File: config.mk
export PLATFORM = sky130hd
export DESIGN_NAME = spi_rdid_slave_flat
export DESIGN_NICKNAME = d
export VERILOG_FILES = /design/src/rtl/spi_rdid_slave_if.sv /design/src/rtl/spi_rdid_slave.sv /design/src/flat_wrapper.sv
export SDC_FILE = /design/constraint.sdc
export NUM_CORES = 1
export LEC_CHECK = 0
export CAP_MARGIN = 15
export CORE_MARGIN = 5
export CORE_UTILIZATION = 25
export DETAILED_ROUTE_END_ITERATION = 12
export SYNTH_ARGS = -nofsm -noshare
export SYNTH_HDL_FRONTEND = slang
export SYNTH_SLANG_ARGS = --single-unit
File: constraint.sdc
create_clock -name clk -period 2.1 [get_ports clk]
set_input_delay 0.525 -clock clk [delete_from_list [all_inputs] [get_ports clk]]
set_output_delay 0.525 -clock clk [all_outputs]
set_load 0.05 [all_outputs]
File: src/rtl/spi_rdid_slave_if.sv
// rtl/spi_rdid_slave_if.sv - SPI pins plus command sideband of the RDID responder
interface spi_rdid_slave_if;
    logic       SPICLK;
    logic       SPIMOSI;
    logic       chip_select;
    logic       SPIMISO;
    logic [7:0] cmd_byte;
    logic       cmd_strobe;
    logic       busy;

    modport master (
        output SPICLK, SPIMOSI, chip_select,
        input  SPIMISO, cmd_byte, cmd_strobe, busy
    );

    modport slave (
        input  SPICLK, SPIMOSI, chip_select,
        output SPIMISO, cmd_byte, cmd_strobe, busy
    );
endinterface

File: src/rtl/spi_rdid_slave.sv
// rtl/spi_rdid_slave.sv - oversampled SPI mode-0 JEDEC ID responder; SPI_RDID_SLAVE_RDSR_EN adds RDSR (0x05)
module spi_rdid_slave #(
    parameter logic [7:0] MANUF_ID = 8'h20,
    parameter logic [7:0] MEM_TYPE = 8'h20,
    parameter logic [7:0] MEM_CAP  = 8'h15
) (
    input logic           clk,
    input logic           reset,
    spi_rdid_slave_if.slave spi
`ifdef SPI_RDID_SLAVE_RDSR_EN
    ,
    input logic [7:0]     status_reg
`endif
);
    localparam logic [23:0] ID_WORD = {MANUF_ID, MEM_TYPE, MEM_CAP};

    typedef enum logic [2:0] {SYNC_WAIT, IDLE, CMD, RESP, IGNORE} state_t;

    state_t      state_q, state_d;
    logic        sclk_meta_q, sclk_sync_q, sclk_prev_q;
    logic        mosi_meta_q, mosi_sync_q;
    logic        cs_meta_q, cs_sync_q, cs_prev_q;
    logic [1:0]  settle_q, settle_d;
    logic [4:0]  bit_cnt_q, bit_cnt_d;
    logic [7:0]  cmd_shift_q, cmd_shift_d;
    logic [23:0] id_shift_q, id_shift_d;
    logic        miso_q, miso_d;
    logic [7:0]  cmd_byte_q, cmd_byte_d;
    logic        strobe_q, strobe_d;

    logic        sclk_rise, sclk_fall, cs_rise, cs_fall;
    logic [7:0]  cmd_next;
    logic        is_rdid, is_rdsr;
    logic [4:0]  resp_last;
    logic [23:0] reload;

    assign sclk_rise = sclk_sync_q & ~sclk_prev_q;
    assign sclk_fall = ~sclk_sync_q & sclk_prev_q;
    assign cs_rise   = cs_sync_q & ~cs_prev_q;
    assign cs_fall   = ~cs_sync_q & cs_prev_q;
    assign cmd_next  = {cmd_shift_q[6:0], mosi_sync_q};
    assign is_rdid   = (cmd_next == 8'h9F);

`ifdef SPI_RDID_SLAVE_RDSR_EN
    logic rdsr_q, rdsr_d;
    assign is_rdsr   = (cmd_next == 8'h05);
    assign resp_last = rdsr_q ? 5'd7 : 5'd23;
    assign reload    = rdsr_q ? {status_reg, 16'h0000} : ID_WORD;
`else
    assign is_rdsr   = 1'b0;
    assign resp_last = 5'd23;
    assign reload    = ID_WORD;
`endif

    // chip_select flops reset high so busy reads 0 during and right after reset
    always_ff @(posedge clk or posedge reset) begin
        if (reset) begin
            state_q     <= SYNC_WAIT;
            sclk_meta_q <= 1'b0;
            sclk_sync_q <= 1'b0;
            sclk_prev_q <= 1'b0;
            mosi_meta_q <= 1'b0;
            mosi_sync_q <= 1'b0;
            cs_meta_q   <= 1'b1;
            cs_sync_q   <= 1'b1;
            cs_prev_q   <= 1'b1;
            settle_q    <= 2'd0;
            bit_cnt_q   <= 5'd0;
            cmd_shift_q <= 8'h00;
            id_shift_q  <= 24'h000000;
            miso_q      <= 1'b0;
            cmd_byte_q  <= 8'h00;
            strobe_q    <= 1'b0;
`ifdef SPI_RDID_SLAVE_RDSR_EN
            rdsr_q      <= 1'b0;
`endif
        end else begin
            state_q     <= state_d;
            sclk_meta_q <= spi.SPICLK;
            sclk_sync_q <= sclk_meta_q;
            sclk_prev_q <= sclk_sync_q;
            mosi_meta_q <= spi.SPIMOSI;
            mosi_sync_q <= mosi_meta_q;
            cs_meta_q   <= spi.chip_select;
            cs_sync_q   <= cs_meta_q;
            cs_prev_q   <= cs_sync_q;
            settle_q    <= settle_d;
            bit_cnt_q   <= bit_cnt_d;
            cmd_shift_q <= cmd_shift_d;
            id_shift_q  <= id_shift_d;
            miso_q      <= miso_d;
            cmd_byte_q  <= cmd_byte_d;
            strobe_q    <= strobe_d;
`ifdef SPI_RDID_SLAVE_RDSR_EN
            rdsr_q      <= rdsr_d;
`endif
        end
    end

    // SYNC_WAIT lets the synchronizers flush before trusting a high chip_select
    always_comb begin
        state_d = state_q;
        case (state_q)
            SYNC_WAIT: if (settle_q == 2'd2 && cs_sync_q) state_d = IDLE;
            IDLE:      if (cs_fall) state_d = CMD;
            CMD: begin
                if (cs_rise)
                    state_d = IDLE;
                else if (sclk_rise && bit_cnt_q == 5'd7)
                    state_d = (is_rdid || is_rdsr) ? RESP : IGNORE;
            end
            RESP, IGNORE: if (cs_rise) state_d = IDLE;
            default:   state_d = SYNC_WAIT;
        endcase
    end

    always_comb begin
        settle_d    = settle_q;
        bit_cnt_d   = bit_cnt_q;
        cmd_shift_d = cmd_shift_q;
        id_shift_d  = id_shift_q;
        miso_d      = miso_q;
        cmd_byte_d  = cmd_byte_q;
        strobe_d    = 1'b0;
`ifdef SPI_RDID_SLAVE_RDSR_EN
        rdsr_d      = rdsr_q;
`endif
        case (state_q)
            SYNC_WAIT: begin
                miso_d = 1'b0;
                if (settle_q != 2'd2) settle_d = settle_q + 2'd1;
            end
            IDLE: begin
                miso_d      = 1'b0;
                bit_cnt_d   = 5'd0;
                cmd_shift_d = 8'h00;
            end
            CMD: begin
                if (cs_rise) begin
                    miso_d    = 1'b0;
                    bit_cnt_d = 5'd0;
                end else if (sclk_rise) begin
                    cmd_shift_d = cmd_next;
                    if (bit_cnt_q == 5'd7) begin
                        cmd_byte_d = cmd_next;
                        strobe_d   = 1'b1;
                        bit_cnt_d  = 5'd0;
                        id_shift_d = ID_WORD;
`ifdef SPI_RDID_SLAVE_RDSR_EN
                        rdsr_d = is_rdsr;
                        if (is_rdsr) id_shift_d = {status_reg, 16'h0000};
`endif
                    end else begin
                        bit_cnt_d = bit_cnt_q + 5'd1;
                    end
                end
            end
            RESP: begin
                if (cs_rise) begin
                    miso_d    = 1'b0;
                    bit_cnt_d = 5'd0;
                end else if (sclk_fall) begin
                    miso_d = id_shift_q[23];
                    if (bit_cnt_q == resp_last) begin
                        id_shift_d = reload;
                        bit_cnt_d  = 5'd0;
                    end else begin
                        id_shift_d = {id_shift_q[22:0], 1'b0};
                        bit_cnt_d  = bit_cnt_q + 5'd1;
                    end
                end
            end
            IGNORE: begin
                miso_d = 1'b0;
                if (cs_rise) bit_cnt_d = 5'd0;
            end
            default: miso_d = 1'b0;
        endcase
    end

    assign spi.SPIMISO    = miso_q;
    assign spi.cmd_byte   = cmd_byte_q;
    assign spi.cmd_strobe = strobe_q;
    assign spi.busy       = ~cs_sync_q;
endmodule

File: src/flat_wrapper.sv
// flat-port wrapper written by rule: the top's interface ports become plain ports
module spi_rdid_slave_flat 
#(
    parameter logic [7:0] MANUF_ID = 8'h20,
    parameter logic [7:0] MEM_TYPE = 8'h20,
    parameter logic [7:0] MEM_CAP  = 8'h15
)
  (clk, reset, spi_SPICLK, spi_SPIMOSI, spi_chip_select, spi_SPIMISO, spi_cmd_byte, spi_cmd_strobe, spi_busy);
  spi_rdid_slave_if spi_i ();
  input logic clk;
  input logic reset;
  input wire logic [$bits(spi_i.SPICLK)-1:0] spi_SPICLK;
  input wire logic [$bits(spi_i.SPIMOSI)-1:0] spi_SPIMOSI;
  input wire logic [$bits(spi_i.chip_select)-1:0] spi_chip_select;
  output wire logic [$bits(spi_i.SPIMISO)-1:0] spi_SPIMISO;
  output wire logic [$bits(spi_i.cmd_byte)-1:0] spi_cmd_byte;
  output wire logic [$bits(spi_i.cmd_strobe)-1:0] spi_cmd_strobe;
  output wire logic [$bits(spi_i.busy)-1:0] spi_busy;
  assign spi_i.SPICLK = spi_SPICLK;
  assign spi_i.SPIMOSI = spi_SPIMOSI;
  assign spi_i.chip_select = spi_chip_select;
  assign spi_SPIMISO = spi_i.SPIMISO;
  assign spi_cmd_byte = spi_i.cmd_byte;
  assign spi_cmd_strobe = spi_i.cmd_strobe;
  assign spi_busy = spi_i.busy;
  spi_rdid_slave #(.MANUF_ID(MANUF_ID), .MEM_TYPE(MEM_TYPE), .MEM_CAP(MEM_CAP)) u_core (.clk(clk), .reset(reset), .spi(spi_i));
endmodule
==> flow_summary_export.csv <==
group,metric,value,unit
timing,setup_viol,0,
logic_synthesis,synth_nets,254,
worst_setup_path,crit_arrival,1.49,ns
pwr,total_power,3.46,mW
floorplan,die_w,115,um
timing,max_freq,0.496,GHz
worst_hold_path,hold_class,"reg2reg",
timing,worst_pin_slew,0.502,ns
worst_setup_path,crit_fanout,2,
logic_synthesis,syn_inst,247,
worst_setup_path,r2r_slack,0.18,ns
clock_tree,cts_setup_buffers,0,
timing,hold_viol_final,0,
routing,vias,1789,
logic_synthesis,ys_async_sr_fraction,100,%
routing,drt_iter0_drc,100,
worst_setup_path,reg2reg_depth,6,
floorplan,core,10800,um^2
routing,wirelength,4790,um
layout,drive_above_1_share,19.6,%
worst_hold_path,holdPathEnd,"u_core.mosi_sync_q$_DFF_PP0_",
clock_tree,clockBufferDepth,2,
clock_tree,path_clk_slew,0.07,ns
clock_tree,cts-resized-gates,1,
worst_setup_path,crit_slowest_cell,"clkdlybuf4s50_1",
clock_tree,htreeDepth,3,
floorplan,dieArea,13200,um^2
floorplan,die_h,115,um
grt,grt_pass1_vias,1853,
place,place_congestion,0.752,
timing,drv_slew,0,
logic_synthesis,syn_avg_cell_area,11.1,um^2
logic_synthesis,yosys.cell_types.count,52,
routing,ant_nets,0,
timing,setup_tns,0,ns
layout,design_area,3340,um^2
job,maxCapViolations,0,
timing,setup_ws,0.0821,ns
layout,area_growth,21.8,%
logic_synthesis,ys_top_cells_by_area,"dfrtp_1 (51%), mux2i_1 (11%), inv_1 (5.1%)",
pwr,vdd_ir_drop_max,544,uV
clock_tree,clk-insertion-delay-late,0.34,ns
grt,antenna_found_initial,0,
place,dpl_worst_slack,0.172,ns
logic_synthesis,post-synth-top-area-fraction,51.1,%
layout,final_common_cell,"dfrtp_1",
worst_setup_path,critical_path.cell_chain,"clkdlybuf4s50_1",
clock_tree,cts_tree,"done",
worst_hold_path,hold_depth,0,
grt,grt_pass1_wl,8750,um
routing,viasPerCell,4.26,
timing,period_minus_slack,2.02,ns
timing,slew_headroom,66.5,%
place,dpl-instance-area,3120,um^2
timing,rsz0062_at_grt,"false",
worst_setup_path,crit_required,1.57,ns
worst_hold_path,worstHoldStart,"u_core.mosi_meta_q$_DFF_PP0_",
grt,grt_max_degree,60,
logic_synthesis,ys_ff_latch,59,
clock_tree,ctsHoldBuffers,0,
floorplan,rows,38,
place,port_buffers,15,
floorplan,start_util,25.4,%
logic_synthesis,synth-main-ff-cell,"dfrtp_1",
worst_setup_path,slowest_delay,0.81,ns
worst_setup_path,critPathTopFamily,"buffers and inverters",
worst_setup_path,timing.rr.start,"u_core.bit_cnt_q[0]$_DFFE_PP0P_",
logic_synthesis,yosys_warnings,0,
routing,wl_per_cell,11.4,um
logic_synthesis,netlist_area,2740,um^2
outcome,status,"completed",
clock_tree,cts-root-buf,"clkbuf_8",
layout,final_cell_mix,"dfrtp_1 (56), inv_1 (36), nand2_1 (34)",
pwr,pwr_density_cell,1040,nW/um^2
routing,drc,0,
worst_setup_path,path_class,"reg2out",
worst_setup_path,r2r_end,"u_core.id_shift_q[9]$_DFFE_PP0P_",
logic_synthesis,synth_top_cell_by_area,"dfrtp_1",
logic_synthesis,synth_edf_count,0,
worst_setup_path,critPathCaptureType,"output port",
worst_setup_path,start_kind,"flip-flop",
timing,min_period_over_period,96.1,%
timing,finClkSkew,0.0118,ns
logic_synthesis,seq_area_frac_synth,54.0,%
place,hpwl,3240,um
routing,dr.pass1.iters,4,
clock_tree,cts.sinks,59,
layout,num_antenna_cells,0,
worst_setup_path,worst-path-buf-inv,1,
grt,grt_overflow_total,0,
layout,nets,282,
floorplan,io_pins,16,
grt,gr-usage-all-layers,8.29,%
clock_tree,cts_made_buffers,9,
pwr,cellLeakagePower,1.55,nW
## final cells by class
type | instances | area [um^2]
clock inverter | 5 | 77.6
fill | 1082 | 7450
clock buffer | 11 | 141
tap | 140 | 175
timing repair buffer | 27 | 262
inverter | 37 | 139
sequential | 59 | 1480
multi-input combinational | 141 | 1070
## stage by stage
stage	util, %	std cells	hold slack (ns)
after detailed placement	28.9	404	0.337
after CTS	31.0	420	0.354
after global placement	28.9	404	0.337
after floorplan	-	247	0.331
final	31.0	420	0.350
after global routing	31.0	420	0.366
## worst max path at each step
stage	startpoint	to	slack, ns	depth (start not counted)
final	u_core.spi.cmd_byte[4]$_DFFE_PP0P_	spi_cmd_byte[4]	0.08	1
after global routing	u_core.spi.cmd_byte[0]$_DFFE_PP0P_	spi_cmd_byte[0]	0.01	1
after CTS	u_core.spi.cmd_byte[0]$_DFFE_PP0P_	spi_cmd_byte[0]	0.06	1
after detailed placement	u_core.bit_cnt_q[0]$_DFFE_PP0P_	u_core.id_shift_q[9]$_DFFE_PP0P_	0.17	6
after global placement	u_core.bit_cnt_q[0]$_DFFE_PP0P_	u_core.id_shift_q[21]$_DFFE_PP0P_	0.24	5
after floorplan	reset	u_core.bit_cnt_q[0]$_DFFE_PP0P_	0.12	1
## report_power, final
group	internal [mW]	switching [mW]
logic	0.403	0.497
registers	1.30	0.130
clock network	0.696	0.438
## synthesized netlist by cell type, types with 2 or more instances
| master | number |
|---|---|
| dfrtp_1 | 56 |
| inv_1 | 37 |
| nand2_1 | 34 |
| mux2i_1 | 31 |
| mux2_2 | 12 |
| nor2b_1 | 5 |
| a31oi_1 | 4 |
| buf_2 | 4 |
| buf_4 | 4 |
| nand2b_1 | 4 |
| a21oi_1 | 3 |
| dfstp_2 | 3 |
| nand3_1 | 3 |
| nor2_1 | 3 |
| a32o_1 | 2 |
| and3b_1 | 2 |
| clkbuf_1 | 2 |
| ha_1 | 2 |
| nor3_1 | 2 |
| xnor2_1 | 2 |
## layer usage
metal / global-route usage (%) / up-vias / part of all wire, %
met5: 0 / - / 0
met4: 4.62 / 0 / 2.5
met3: 2.32 / 13 / 2.4
met2: 12.7 / 20 / 47
met1: 10.6 / 880 / 48
li1: - / 876 / -
## cells by family (layout without fill, tap and decap cells)
| group | count (synthesis) | after routing | share of synthesized area (%) |
|---|---|---|---|
| simple gates | 71 | 71 | 14.0 |
| fa+ha+maj | 2 | 2 | 0.912 |
| flops | 59 | 59 | 54.0 |
| compound gates | 23 | 23 | 7.12 |
| mux | 43 | 43 | 16.2 |
| buf+inv | 47 | 80 | 7.16 |
| xor+xnor | 2 | 2 | 0.639 |
## state kept, by name, indices dropped and copies added, names as in the netlist, 2 cells and up
register	cells
u_core.settle_q	2
u_core.bit_cnt_q	5
u_core.state_q	3
u_core.id_shift_q	24
u_core.cmd_shift_q	7
u_core.spi.cmd_byte	8
Note: power is estimated with default switching activity, not from simulation.
